`src/rtl/cpu_run_ctrl.sv`:
```
// cpu_run_ctrl: IDLE/RUN/DRAIN/DONE sequencer that holds the CPU in reset and gates CPU and host memory writes.
// Optional watchdog compiled in with `define CPU_RUN_CTRL_CYCLE_LIMIT_EN.
module cpu_run_ctrl #(
    parameter int DATA_WIDTH   = 32,
    parameter int DEPTH        = 8192,
    parameter int DRAIN_CYCLES = 4,
    parameter int CNT_WIDTH    = 32,
    parameter int MAX_CYCLES   = 1000000
) (
    input  logic                       clk,
    input  logic                       reset,
    input  logic                       start_i,
    input  logic                       abort_i,
    input  logic                       stop_flag_i,
    output logic                       cpu_reset_o,
    input  logic [DATA_WIDTH/8-1:0]    cpu_we_i,
    input  logic [31:0]                cpu_addr_i,
    output logic [DATA_WIDTH/8-1:0]    mem_we_o,
    output logic [$clog2(DEPTH)-1:0]   mem_addr_o,
    input  logic                       init_en_i,
    input  logic [DATA_WIDTH/8-1:0]    init_we_i,
    output logic                       init_en_o,
    output logic [DATA_WIDTH/8-1:0]    init_we_o,
    output logic [1:0]                 state_o,
    output logic                       done_o,
    output logic [CNT_WIDTH-1:0]       cycle_cnt_o,
    output logic                       err_o,
    output logic                       aborted_o,
    output logic                       timeout_o
);
    localparam int NB = DATA_WIDTH / 8;
    localparam int AW = $clog2(DEPTH);
    localparam int SH = $clog2(NB);

    if (DATA_WIDTH % 8 != 0 || DRAIN_CYCLES < 1 || DRAIN_CYCLES > 255 || MAX_CYCLES < 1) begin : g_bad_params
        $error("cpu_run_ctrl: illegal parameter values");
    end

    typedef enum logic [1:0] {IDLE = 2'd0, RUN = 2'd1, DRAIN = 2'd2, DONE = 2'd3} state_t;

    state_t               r_state, w_next;
    logic [7:0]           r_drain, w_drain_nx;
    logic [CNT_WIDTH-1:0] r_cnt;
    logic                 r_cpu_reset, r_done, r_err, r_aborted;
    logic [31:0]          w_word;
    logic                 w_active, w_in_range, w_start, w_viol, w_wdog;

    assign w_word     = cpu_addr_i >> SH;
    assign w_active   = (r_state == RUN) || (r_state == DRAIN);
    assign w_in_range = w_word < 32'(DEPTH);
    assign w_start    = !w_active && start_i && !abort_i;
    assign w_viol     = w_active && (((|cpu_we_i) && !w_in_range) || (init_en_i && (|init_we_i)));

    always_comb begin
        w_next     = r_state;
        w_drain_nx = r_drain;
        case (r_state)
            IDLE, DONE: w_next = w_start ? RUN : r_state;
            RUN: begin
                if (abort_i) begin
                    w_next = DONE;
                end else if (stop_flag_i) begin
                    w_next     = DRAIN;
                    w_drain_nx = 8'(DRAIN_CYCLES - 1);
                end else if (w_wdog) begin
                    w_next = DONE;
                end
            end
            DRAIN: begin
                if (abort_i || r_drain == 8'd0) w_next = DONE;
                else w_drain_nx = r_drain - 8'd1;
            end
            default: w_next = IDLE;
        endcase
    end

    always_ff @(posedge clk or negedge reset) begin
        if (!reset) begin
            r_state     <= IDLE;
            r_drain     <= 8'd0;
            r_cpu_reset <= 1'b1;
            r_done      <= 1'b0;
            r_cnt       <= '0;
            r_err       <= 1'b0;
            r_aborted   <= 1'b0;
        end else begin
            r_state     <= w_next;
            r_drain     <= w_drain_nx;
            r_cpu_reset <= !((w_next == RUN) || (w_next == DRAIN));
            r_done      <= (w_next == DONE);
            if (w_start) begin
                r_cnt     <= '0;
                r_err     <= 1'b0;
                r_aborted <= 1'b0;
            end else begin
                if (r_state == RUN && r_cnt != '1) r_cnt <= r_cnt + 1'b1;
                if (w_viol) r_err <= 1'b1;
                if (w_active && abort_i) r_aborted <= 1'b1;
            end
        end
    end

`ifdef CPU_RUN_CTRL_CYCLE_LIMIT_EN
    localparam logic [CNT_WIDTH-1:0] LIMIT = CNT_WIDTH'(MAX_CYCLES - 1);
    logic r_timeout;
    assign w_wdog = (r_state == RUN) && (r_cnt == LIMIT);
    // stop and abort on the limit cycle win, so the run does not count as timed out
    always_ff @(posedge clk or negedge reset) begin
        if (!reset) r_timeout <= 1'b0;
        else if (w_start) r_timeout <= 1'b0;
        else if (w_wdog && !abort_i && !stop_flag_i) r_timeout <= 1'b1;
    end
    assign timeout_o = r_timeout;
`else
    assign w_wdog    = 1'b0;
    assign timeout_o = 1'b0;
`endif

    assign mem_addr_o  = w_word[AW-1:0];
    assign mem_we_o    = (w_active && w_in_range) ? cpu_we_i : '0;
    assign init_en_o   = init_en_i;
    assign init_we_o   = w_active ? '0 : init_we_i;
    assign state_o     = r_state;
    assign done_o      = r_done;
    assign cpu_reset_o = r_cpu_reset;
    assign cycle_cnt_o = r_cnt;
    assign err_o       = r_err;
    assign aborted_o   = r_aborted;
endmodule

```
`config.mk`:
```
export PLATFORM = sky130hd
export DESIGN_NAME = cpu_run_ctrl
export DESIGN_NICKNAME = d
export VERILOG_FILES = /design/src/rtl/cpu_run_ctrl.sv
export SDC_FILE = /design/constraint.sdc
export NUM_CORES = 1
export LEC_CHECK = 0
export ABC_AREA = 1
export BUFFER_PORTS_ARGS = -buffer_cell sky130_fd_sc_hd__buf_2
export CORE_MARGIN = 2
export CORE_UTILIZATION = 46
export CTS_CLUSTER_DIAMETER = 120
export DETAILED_ROUTE_END_ITERATION = 6
export PLACE_DENSITY = 0.8
export SYNTH_ARGS = -nofsm -noshare
export SYNTH_HDL_FRONTEND = slang
export SYNTH_SLANG_ARGS = --single-unit
export TNS_END_PERCENT = 5
```
`constraint.sdc`:
```
create_clock -name clk -period 2 [get_ports clk]
set_input_delay 0.3 -clock clk [delete_from_list [all_inputs] [get_ports clk]]
set_output_delay 0.3 -clock clk [all_outputs]
set_load 0.005 [all_outputs]
```
==> results.md, run 1 <==
* Post-CTS Hold Buffers at 0
* Fin. max-slew vios at 0
* RSZ-0062 raised after global routing: no
* Drt drc at 0
* Clk_lat worst skew at 300 ps
* FILL cells at between 600 and 700
* Yosys warnings at 0
* Vias per std cell at 4.931
* HP Class: in2async
* Reg2reg end: cycle_cnt_o[25]$_DFFE_PN0P_
* Placed cell count at approximately 660
* Placer Congestion at 0.8936
* Crit path DAT at 1550 ps
* Remaining global-route overflow at 0
* Root Buffer: clkbuf_8
* Worst Tran Pin Value at around 600 ps
* Core Region at 0.006832 mm²
* Hold Slack at ~69 ps
* Antenna diodes at 0
* Peak Freq at between 500 and 600 MHz
* Port Buf Inserts at 77
* Crit path launch type: flip-flop
* Post-route ant nets at 0
* Final setup violation count at 0
* Die Ht at about 88 µm
* Initial Util at 0.4780
* Cell Rows at 30
* Layout area overhead at 17.55%
* Setup crit end kind: output pin
* Max-cap violations at 0
* Worst slack at placement at 144.1 ps
* 1st-iter DRT viols at ~190
* Layout cells sized above 1 at 0.2109
* Final Core Density at 0.5619
* Yosys reg bits at 46
* Synthesized area per cell at 6.544 µm²
* Vias at 3279
* First-pass GRT wire length at 13830 µm
* Num CTS Buffers at 5
* Reg2reg setup slack at around 200 ps
* Clk sinks at 46
* Max Clock Skew at 9.827 ps
* Power density cells at 1043 mW/mm²
* Synth unique cells at 32
* Per-cell routed wire length at 12.31 µm
* Fin area at 0.003839 mm²
* Max FO, Critical Path at 8
* Post-CTS setup buffer count at 0
* Post-placement cell area at between 0.003 and 0.004 mm²
* Clk slew on worst S/H paths at approximately 100 ps
* Crit path required time at about 1700 ps
* Final Hold Vio Count at 0
* Ports at ~110
* Outcome: completed
* Setup CP Type: reg2out
* Vias in the first global route at 3260
* Initial antenna violation count at 0
* Die area at between 0.007 and 0.008 mm²
* Period Utilization, post-route at 0.9261
* DIE WIDTH at 88.26 µm
* Final worst slack at between 100 and 150 ps
* Worst-case reg-to-reg path depth at 11
* Fin cells at between 600 and 700
* Post-synthesis sequential area ratio at 0.3529
* Setup TNS at 0 ps
* Nets at 619
* FF-to-FF Start: cycle_cnt_o[0]$_DFFE_PN0P_
* Hpwl dp at 6243 µm
* Worst VDD drop at around 0.9 mV
* Leak at around 2.1 nW
* Final Power at between 4 and 5 mW
* Synthesized netlist cell count at 499
* CTS Buffer Depth at 2
* CTS tree: yes
* Synth Cell Area at about 0.0033 mm²
* Min Tclk post-route at 1852 ps
* Syn nets at between 500 and 600
* Largest net degree at the start of global routing at 47
* DRT Wirelength at 8185 µm
* Total global-route track usage at 0.2233
* H-Tree Depth at 2
* DRT Pass-1 Iters at 4
* Worst slew margin at 0.6054
report_power, final:
group	switching, mW	internal [mW]
combinational	1.14	0.658
clock	0.345	0.501
sequential	0.205	1.15
state kept, by name, indices dropped and copies added, names as in the netlist:
register     cells
err_o            1
aborted_o        1
cpu_reset_o      1
r_drain          8
cycle_cnt_o     32
state_o          2
done_o           1
Yosys cell counts:
cell,instances,area share
nand2_4,4,0.014
nor2_2,3,0.0057
conb_1,1,0.0011
a21oi_1,3,0.0046
nand3_1,29,0.044
buf_4,15,0.034
xnor2_1,1,0.0027
or3_1,1,0.0019
a31oi_1,1,0.0019
xor2_1,14,0.038
nand2_2,3,0.0057
ha_1,5,0.019
buf_2,3,0.0046
o31ai_1,1,0.0023
nor3b_1,1,0.0023
and2_0,1,0.0019
o21ai_0,11,0.017
buf_6,2,0.0069
inv_2,1,0.0011
o2111ai_1,1,0.0027
clkbuf_1,4,0.0046
nand2_1,184,0.21
or2_2,5,0.0096
nor2_4,2,0.0069
inv_1,49,0.056
nor2_8,1,0.0061
nor3_1,3,0.0046
dfrtp_1,45,0.34
nor2_1,84,0.097
nand4_1,19,0.036
clkinv_4,1,0.0027
dfstp_2,1,0.0080
area by class of cell:
| class | instances | area, µm² | area share |
|---|---|---|---|
| clock inverters | 3 | 68.82 | 0.01793 |
| multi-input cells | 378 | 1777 | 0.4628 |
| clock buffers | 5 | 68.82 | 0.01793 |
| repair buffers | 86 | 452.9 | 0.1180 |
| flip-flops and latches | 46 | 1152 | 0.3002 |
| well taps | 96 | 120.1 | 0.03129 |
| inverters | 51 | 198.9 | 0.05183 |
timing repair:
item / 4_1_cts / 5_1_grt
gates cloned: 0 / 0
endpoints found under the setup margin: 4 / 8
pin swaps: 0 / 1
gates resized for setup: 2 / 5
logic make-up (layout without fill, tap and decap cells):
group	after synthesis	count (layout)	share of synthesized area
AND/OR/NAND/NOR	340	340	0.4475
XOR/XNOR	15	15	0.04023
flip-flops	46	46	0.3529
adder cells (fa/ha/maj)	5	5	0.01916
AO/OA/AOI/OAI	17	17	0.02835
buffers and inverters	75	145	0.1107
other	1	1	0.001148
worst max-delay path, cell delays in order, from the launching register on:
cell     delay [ps]
dfrtp_1         420
inv_1           120
ha_4            250
inv_4            80
nand3_2         110
nor2_2          150
buf_2           120
cell usage in the layout (no fill, tap or decap), drive strengths merged, types with 2 or more instances in the layout:
| cell | instances |
|---|---|
| nor2 | 90 |
| bufinv | 2 |
| inv | 50 |
| nand3 | 29 |
| xor2 | 14 |
| nor3 | 3 |
| dfrtp | 45 |
| nand4 | 19 |
| a21oi | 3 |
| nand2 | 191 |
| clkinv | 2 |
| ha | 5 |
| buf | 86 |
| clkbuf | 5 |
| or2 | 5 |
| o21ai | 11 |
per-layer routing:
layer,share of wire,global-route usage
met5,0,0
met4,0.012,0.06336
met3,0.067,0.04478
met2,0.49,0.4074
met1,0.43,0.2658
how the worst max path moves through the flow:
stage                                     startpoint  depth (start not counted)                     endpoint  slack (ps)
final                           state_o[0]$_DFF_PN0_                          6                  mem_we_o[1]         150
after global routing      cycle_cnt_o[0]$_DFFE_PN0P_                         11  cycle_cnt_o[27]$_DFFE_PN0P_          10
after CTS                       state_o[0]$_DFF_PN0_                          6                  mem_we_o[1]           3
after detailed placement        state_o[0]$_DFF_PN0_                          8   cycle_cnt_o[7]$_DFFE_PN0P_         140
after global placement          state_o[0]$_DFF_PN0_                          8   cycle_cnt_o[7]$_DFFE_PN0P_         210
after floorplan                 state_o[0]$_DFF_PN0_                          9        cpu_reset_o$_DFF_PN1_          70
Note: power is estimated with default switching activity, not from simulation.
==> inputs of run 2 (changes only) <==
==> constraint.sdc (replaced) <==
create_clock -name clk -period 2 [get_ports clk]
set_input_delay 0.4 -clock clk [delete_from_list [all_inputs] [get_ports clk]]
set_output_delay 0.4 -clock clk [all_outputs]
set_load 0.005 [all_outputs]
==> run 2 against run 1 <==
Fmax decreased by 3.2%. First-iteration DRC count grew 13%. Cell count is 0.15% higher. Clock skew is 3.1 ps lower. Clock power down 28%.
==> results.md, run 2 (synthesized netlist as in run 1, its figures left out) <==
* Remaining global-route overflow at 0 (unchanged)
* CP delay by family, top: flip-flops (unchanged)
* 1st-iter DRT viols at 219 (was 194)
* Setup crit end kind: output pin (unchanged)
* Worst slew margin at 0.6476 (was 0.6054)
* CP bufs+invs at 3 (unchanged)
* Period Utilization, post-route at 0.9569 (was 0.9261)
* Nets at 620 (was 619)
* Worst Tran Pin Value at 528.7 ps (was 591.9 ps)
* Max-cap violations at 0 (unchanged)
* CP max stage cell: dfrtp_1 (unchanged)
* Setup CP Type: reg2out (unchanged)
* Ports at 107 (unchanged)
* Crit path DAT at 1510 ps (was 1550 ps)
* Vias at 3328 (was 3279)
* Drt drc at 0 (unchanged)
* Placer Congestion at 0.9375 (was 0.8936)
* Initial antenna violation count at 0 (unchanged)
* Max stage delay on crit path at 400 ps (was 420 ps)
* Clk_lat worst skew at 300 ps (about the same)
* Final setup violation count at 0 (unchanged)
* Power density cells at 999.8 mW/mm² (was 1043 mW/mm²)
* Post-CTS Hold Buffers at 0 (unchanged)
* Clk slew on worst S/H paths at 90 ps (was 100 ps)
* Fin. max-slew vios at 0 (unchanged)
* Leak at 2.077 nW (was 2.092 nW)
* Per-cell routed wire length at 12.36 µm (was 12.31 µm)
* Post-placement cell area at 0.003684 mm² (was 0.003679 mm²)
* Initial Util at 0.4780 (unchanged)
* H-Tree Depth at 2 (unchanged)
* Crit path required time at 1600 ps (was 1700 ps)
* Vias in the first global route at 3165 (was 3260)
* Commonest non-fill, non-tap cell in the layout: nand2_1 (unchanged)
* Setup TNS at 0 ps (unchanged)
* Total global-route track usage at 0.2270 (was 0.2233)
* Hpwl dp at 6302 µm (was 6243 µm)
* Fin area at 0.003814 mm² (was 0.003839 mm²)
* Layout area overhead at 16.78% (was 17.55%)
* CTS tree: yes (unchanged)
* HP Class: in2async (unchanged)
* Root Buffer: clkbuf_8 (unchanged)
* Worst slack at placement at 115.2 ps (was 144.1 ps)
* Commonest non-fill, non-tap cells in the layout: 184 x nand2_1, 83 x nor2_1, 77 x buf_2 (unchanged)
* Die area at 0.007789 mm² (unchanged)
* Max FO, Critical Path at 8 (unchanged)
* Final worst slack at 86.25 ps (was 147.8 ps)
* FILL cells at 669 (was 689)
* Die Ht at 88.26 µm (unchanged)
* Min Tclk post-route at 1914 ps (was 1852 ps)
* Crit-path cells: inv_1, ha_4, inv_2, nand3_2, nor2_2, buf_2 (was inv_1, ha_4, inv_4, nand3_2, nor2_2, buf_2)
* DIE WIDTH at 88.26 µm (unchanged)
* Cell Rows at 30 (unchanged)
* Max reg flops at 32 (unchanged)
* Clk sinks at 46 (unchanged)
* Crit path launch type: flip-flop (unchanged)
* Worst setup path start: state_o[0]$_DFF_PN0_ (unchanged)
* Worst-case reg-to-reg path depth at 11 (unchanged)
* Port Buf Inserts at 77 (unchanged)
* Final Power at 3.813 mW (was 4.003 mW)
* Storage element area at 0.001152 mm² (unchanged)
* Post-route ant nets at 0 (unchanged)
* FF-to-FF Start: cycle_cnt_o[0]$_DFFE_PN0P_ (unchanged)
* Stages on worst setup path at 6 (unchanged)
* Vias per std cell at 4.997 (was 4.931)
* Area of the multi-input gates at 0.001777 mm² (unchanged)
* Layout cells sized above 1 at 0.2140 (was 0.2109)
* Worst VDD drop at 1.046 mV (was 0.8883 mV)
* Antenna diodes at 0 (unchanged)
* Largest net degree at the start of global routing at 28 (was 47)
* Peak Freq at 522.5 MHz (was 539.9 MHz)
* CTS Buffer Depth at 2 (unchanged)
* Num CTS Buffers at 5 (unchanged)
* DRT Pass-1 Iters at 5 (was 4)
* Final Hold Vio Count at 0 (unchanged)
* Max Clock Skew at 6.687 ps (was 9.827 ps)
* Core Region at 0.006832 mm² (unchanged)
* DRT Wirelength at 8230 µm (was 8185 µm)
* RSZ-0062 raised after global routing: no (unchanged)
* Outcome: completed (unchanged)
* First-pass GRT wire length at 14010 µm (was 13830 µm)
run 2: what timing repair did:
action,in CTS,in global routing
endpoints found under the setup margin,4,8
buffers inserted,2,0
resized for setup,4,2
pin swaps,1,0
run 2: power by group:
group          switching, mW  leakage, nW  internal [mW]
registers              0.211        0.616           1.15
logic                   1.14         1.41          0.698
clock network          0.333       0.0472          0.278
total                   1.68         2.08           2.13
run 2: per-stage QoR:
step | hold WS (ps) | instances | utilization
6_report | 61.87 | 666 | 0.5582
2_1_floorplan | 104.4 | 499 | -
3_3_place_gp | 405.2 | 656 | 0.5392
5_1_grt | 94.89 | 666 | 0.5582
4_1_cts | 77.36 | 666 | 0.5568
3_5_place_dp | 408.8 | 656 | 0.5392
run 2: worst reg2reg max path: stages, from the launching register on:
cell and delay, ps:
dfrtp_1 400, ha_1 240, nand2_1 120, nor2_4 160
nand2_4 90, nor2_8 150, nand2_4 70, nand2_4 80
nand2_4 90, clkinv_4 190, nand2_1 100, nand2_1 70
run 2: layer usage:
metal  global-route usage  up-vias  part of all wire
met4              0.05234        0            0.0091
met1               0.2775     1522              0.44
met3              0.04664        9             0.066
met5                    0        -                 0
li1                     -     1673                 -
met2               0.4108      124              0.49
run 2: path summary, 6_finish.rpt:
path | end | slack (ps)
min in group clk | err_o$_DFFE_PN0P_ | 450
hold / removal | cycle_cnt_o[20]$_DFFE_PN0P_ | 60
setup / recovery | mem_we_o[1] | 90
setup reg to reg | cycle_cnt_o[19]$_DFFE_PN0P_ | 190
hold reg to reg | err_o$_DFFE_PN0P_ | 500
max in group asynchronous | cpu_reset_o$_DFF_PN1_ | 1340
run 2: layout make-up:
class                   count  share of cell area
multi-input cells         378              0.4659
flip-flops and latches     46              0.3022
repair buffers             87              0.1240
inverters                  51             0.05151
well taps                  96             0.03150
clock buffers               6             0.02165
clock inverters             2            0.003281
==> inputs of run 3 (changes only) <==
--- a/config.mk
+++ b/config.mk
@@ -8,10 +8,10 @@
 export ABC_AREA = 1
 export BUFFER_PORTS_ARGS = -buffer_cell sky130_fd_sc_hd__buf_2
 export CORE_MARGIN = 2
-export CORE_UTILIZATION = 46
+export CORE_UTILIZATION = 30
 export CTS_CLUSTER_DIAMETER = 120
 export DETAILED_ROUTE_END_ITERATION = 6
-export PLACE_DENSITY = 0.8
+export PLACE_DENSITY = 0.57
 export SYNTH_ARGS = -nofsm -noshare
 export SYNTH_HDL_FRONTEND = slang
 export SYNTH_SLANG_ARGS = --single-unit
==> run 3 against run 2 <==
Sequential share of layout area fell by 0.65 points. Utilization fell by 20 points. Via count fell by 3.5%. Sequential power barely moved. Fmax rose by 3.5%. Global-route usage fell by 7.0 points. Hold slack got worse by 39 ps. Largest cell class unchanged. Clock skew rose by 8.9 ps.
==> results.md, run 3 (synthesized netlist as in run 1, its figures left out) <==
* Reg2reg end: cycle_cnt_o[19]$_DFFE_PN0P_ (unchanged)
* Initial antenna violation count at 0 (unchanged)
* Max Clock Skew at 15.61 ps (was 6.687 ps)
* Core Region at 0.01075 mm² (was 0.006832 mm²)
* Stages on worst setup path at 6 (unchanged)
* Setup CP Type: reg2out (unchanged)
* Fin. max-slew vios at 0 (unchanged)
* Max stage delay on crit path at 390 ps (was 400 ps)
* 1st-iter DRT viols at 118 (was 219)
* Placed cell count at 703 (was 656)
* DRT Wirelength at 8522 µm (was 8230 µm)
* Initial Util at 0.3039 (was 0.4780)
* Num CTS Buffers at 5 (unchanged)
* Internal at 2.226 mW (was 2.130 mW)
* Hpwl dp at 6850 µm (was 6302 µm)
* Max-cap violations at 0 (unchanged)
* RSZ-0062 raised after global routing: no (unchanged)
* HP Class: in2async (unchanged)
* Crit path required time at 1600 ps (about the same)
* Sequential share of power at 0.350 (was 0.358)
* Commonest non-fill, non-tap cell in the layout: nand2_1 (unchanged)
* Placer Congestion at 0.8572 (was 0.9375)
* Nets at 622 (was 620)
* Setup TNS at 0 ps (unchanged)
* Switch share at 0.4292 (was 0.4415)
* Vias per std cell at 4.511 (was 4.997)
* Vias at 3212 (was 3328)
* Cell Rows at 38 (was 30)
* Max FO, Critical Path at 5 (was 8)
* Worst-case reg-to-reg path depth at 11 (unchanged)
* Die Ht at 108.3 µm (was 88.26 µm)
* CTS tree: yes (unchanged)
* Vias in the first global route at 3296 (was 3165)
* Comb pwr share at 0.471 (was 0.482)
* Clock share of power at 0.179 (was 0.160)
* CTS Buffer Depth at 2 (unchanged)
* Reg2reg setup slack at 190 ps (about the same)
* Setup crit end kind: output pin (unchanged)
* Crit path DAT at 1450 ps (was 1510 ps)
* Clk_lat worst skew at 300 ps (about the same)
* CP max stage cell: dfrtp_1 (unchanged)
* Clk slew on worst S/H paths at 100 ps (was 90 ps)
* P_sw at 1.673 mW (was 1.683 mW)
* Clk sinks at 46 (unchanged)
* Largest net degree at the start of global routing at 30 (was 28)
* DIE WIDTH at 108.3 µm (was 88.26 µm)
* Post-route ant nets at 0 (unchanged)
* Antenna diodes at 0 (unchanged)
* DRT Pass-1 Iters at 4 (was 5)
* Layout cells sized above 1 at 0.2150 (was 0.2140)
* CP delay by family, top: flip-flops (unchanged)
* Crit path launch type: flip-flop (unchanged)
* Commonest non-fill, non-tap cells in the layout: 184 x nand2_1, 84 x nor2_1, 77 x buf_2 (was 184 x nand2_1, 83 x nor2_1, 77 x buf_2)
* FF-to-FF Start: cycle_cnt_o[0]$_DFFE_PN0P_ (unchanged)
* Crit-path cells: inv_1, ha_4, inv_4, nand3_2, nor2_1, buf_2 (was inv_1, ha_4, inv_2, nand3_2, nor2_2, buf_2)
* Root Buffer: clkbuf_8 (unchanged)
* Outcome: completed (unchanged)
* Final Power at 3.899 mW (was 3.813 mW)
* Fin cells at 712 (was 666)
* CP bufs+invs at 3 (unchanged)
* Hold Slack at 22.80 ps (was 61.87 ps)
* Port Buf Inserts at 77 (unchanged)
* First-pass GRT wire length at 14860 µm (was 14010 µm)
* H-Tree Depth at 2 (unchanged)
* Drt drc at 0 (unchanged)
* Period Utilization, post-route at 0.9246 (was 0.9569)
* Power density cells at 1000 mW/mm² (was 999.8 mW/mm²)
* Post-CTS Hold Buffers at 0 (unchanged)
* Die area at 0.01174 mm² (was 0.007789 mm²)
* Ports at 107 (unchanged)
* Layout area overhead at 19.35% (was 16.78%)
* Final Hold Vio Count at 0 (unchanged)
* Peak Freq at 540.8 MHz (was 522.5 MHz)
* Leak at 2.100 nW (was 2.077 nW)
* Max reg flops at 32 (unchanged)
* Per-cell routed wire length at 11.97 µm (was 12.36 µm)
* Final setup violation count at 0 (unchanged)
* Worst VDD drop at 0.6719 mV (was 1.046 mV)
* Remaining global-route overflow at 0 (unchanged)
* Min Tclk post-route at 1849 ps (was 1914 ps)
* Total global-route track usage at 0.1566 (was 0.2270)
## run 3: changes by cell type in the layout (fill, tap and decap cells not counted), sizes merged
cell      previous run  this run
buf                 87        89
clkinv               2         3
clkinvlp             1         0
bufinv               0         1
clkbuf               6         5
## run 3: layout make-up
type                       instances  area (µm²)
clock buffer                       5       68.82
clock inverter                     3       40.04
fill                            1198        6848
inverter                          51       198.9
multi-input combinational        378        1774
sequential                        46        1152
tap                              140       175.2
timing repair buffer              89       488.0
## run 3: how the worst max path moves through the flow
| stage | from | endpoint | slack [ps] |
|---|---|---|---|
| 2_1_floorplan | state_o[0]$_DFF_PN0_ | cpu_reset_o$_DFF_PN1_ | 70 |
| 5_1_grt | cycle_cnt_o[1]$_DFFE_PN0P_ | cycle_cnt_o[11]$_DFFE_PN0P_ | 2 |
| 6_report | state_o[0]$_DFF_PN0_ | mem_we_o[0] | 150 |
| 4_1_cts | state_o[0]$_DFF_PN0_ | mem_we_o[3] | 20 |
| 3_3_place_gp | r_drain[0]$_DFFE_PN0P_ | r_drain[6]$_DFFE_PN0P_ | 170 |
| 3_5_place_dp | state_o[0]$_DFF_PN0_ | cycle_cnt_o[5]$_DFFE_PN0P_ | 110 |
## run 3: what timing repair did
action / in CTS / in global routing
buffers inserted: 1 / 0
gates resized for setup: 2 / 4
endpoints found under the setup margin: 4 / 10
endpoints found under the hold margin: 0 / 0
## run 3: power by group through the flow
stage	logic, mW	registers, mW	clock network, mW
final	1.84	1.36	0.699
after global routing	2.14	1.40	0.762
after CTS	1.82	1.36	0.730
after detailed placement	1.79	1.38	0
after global placement	1.74	1.38	0
after floorplan	1.25	1.35	0
## run 3: per-layer routing
| metal | part of all wire | wire [µm] | track usage |
|---|---|---|---|
| met1 | 0.43 | 3672 | 0.1836 |
| met2 | 0.50 | 4234 | 0.2889 |
| met3 | 0.050 | 427 | 0.02652 |
| met4 | 0.022 | 188 | 0.05037 |
| met5 | 0 | 0 | 0 |
## run 3: through the flow
step	setup WS, ps	area, µm²	utilization
after floorplan	65.85	3272	-
after global placement	167.5	3761	0.3500
after detailed placement	114.8	3761	0.3500
after CTS	21.00	3880	0.3611
after global routing	1.778	3897	0.3627
final	150.8	3897	0.3627
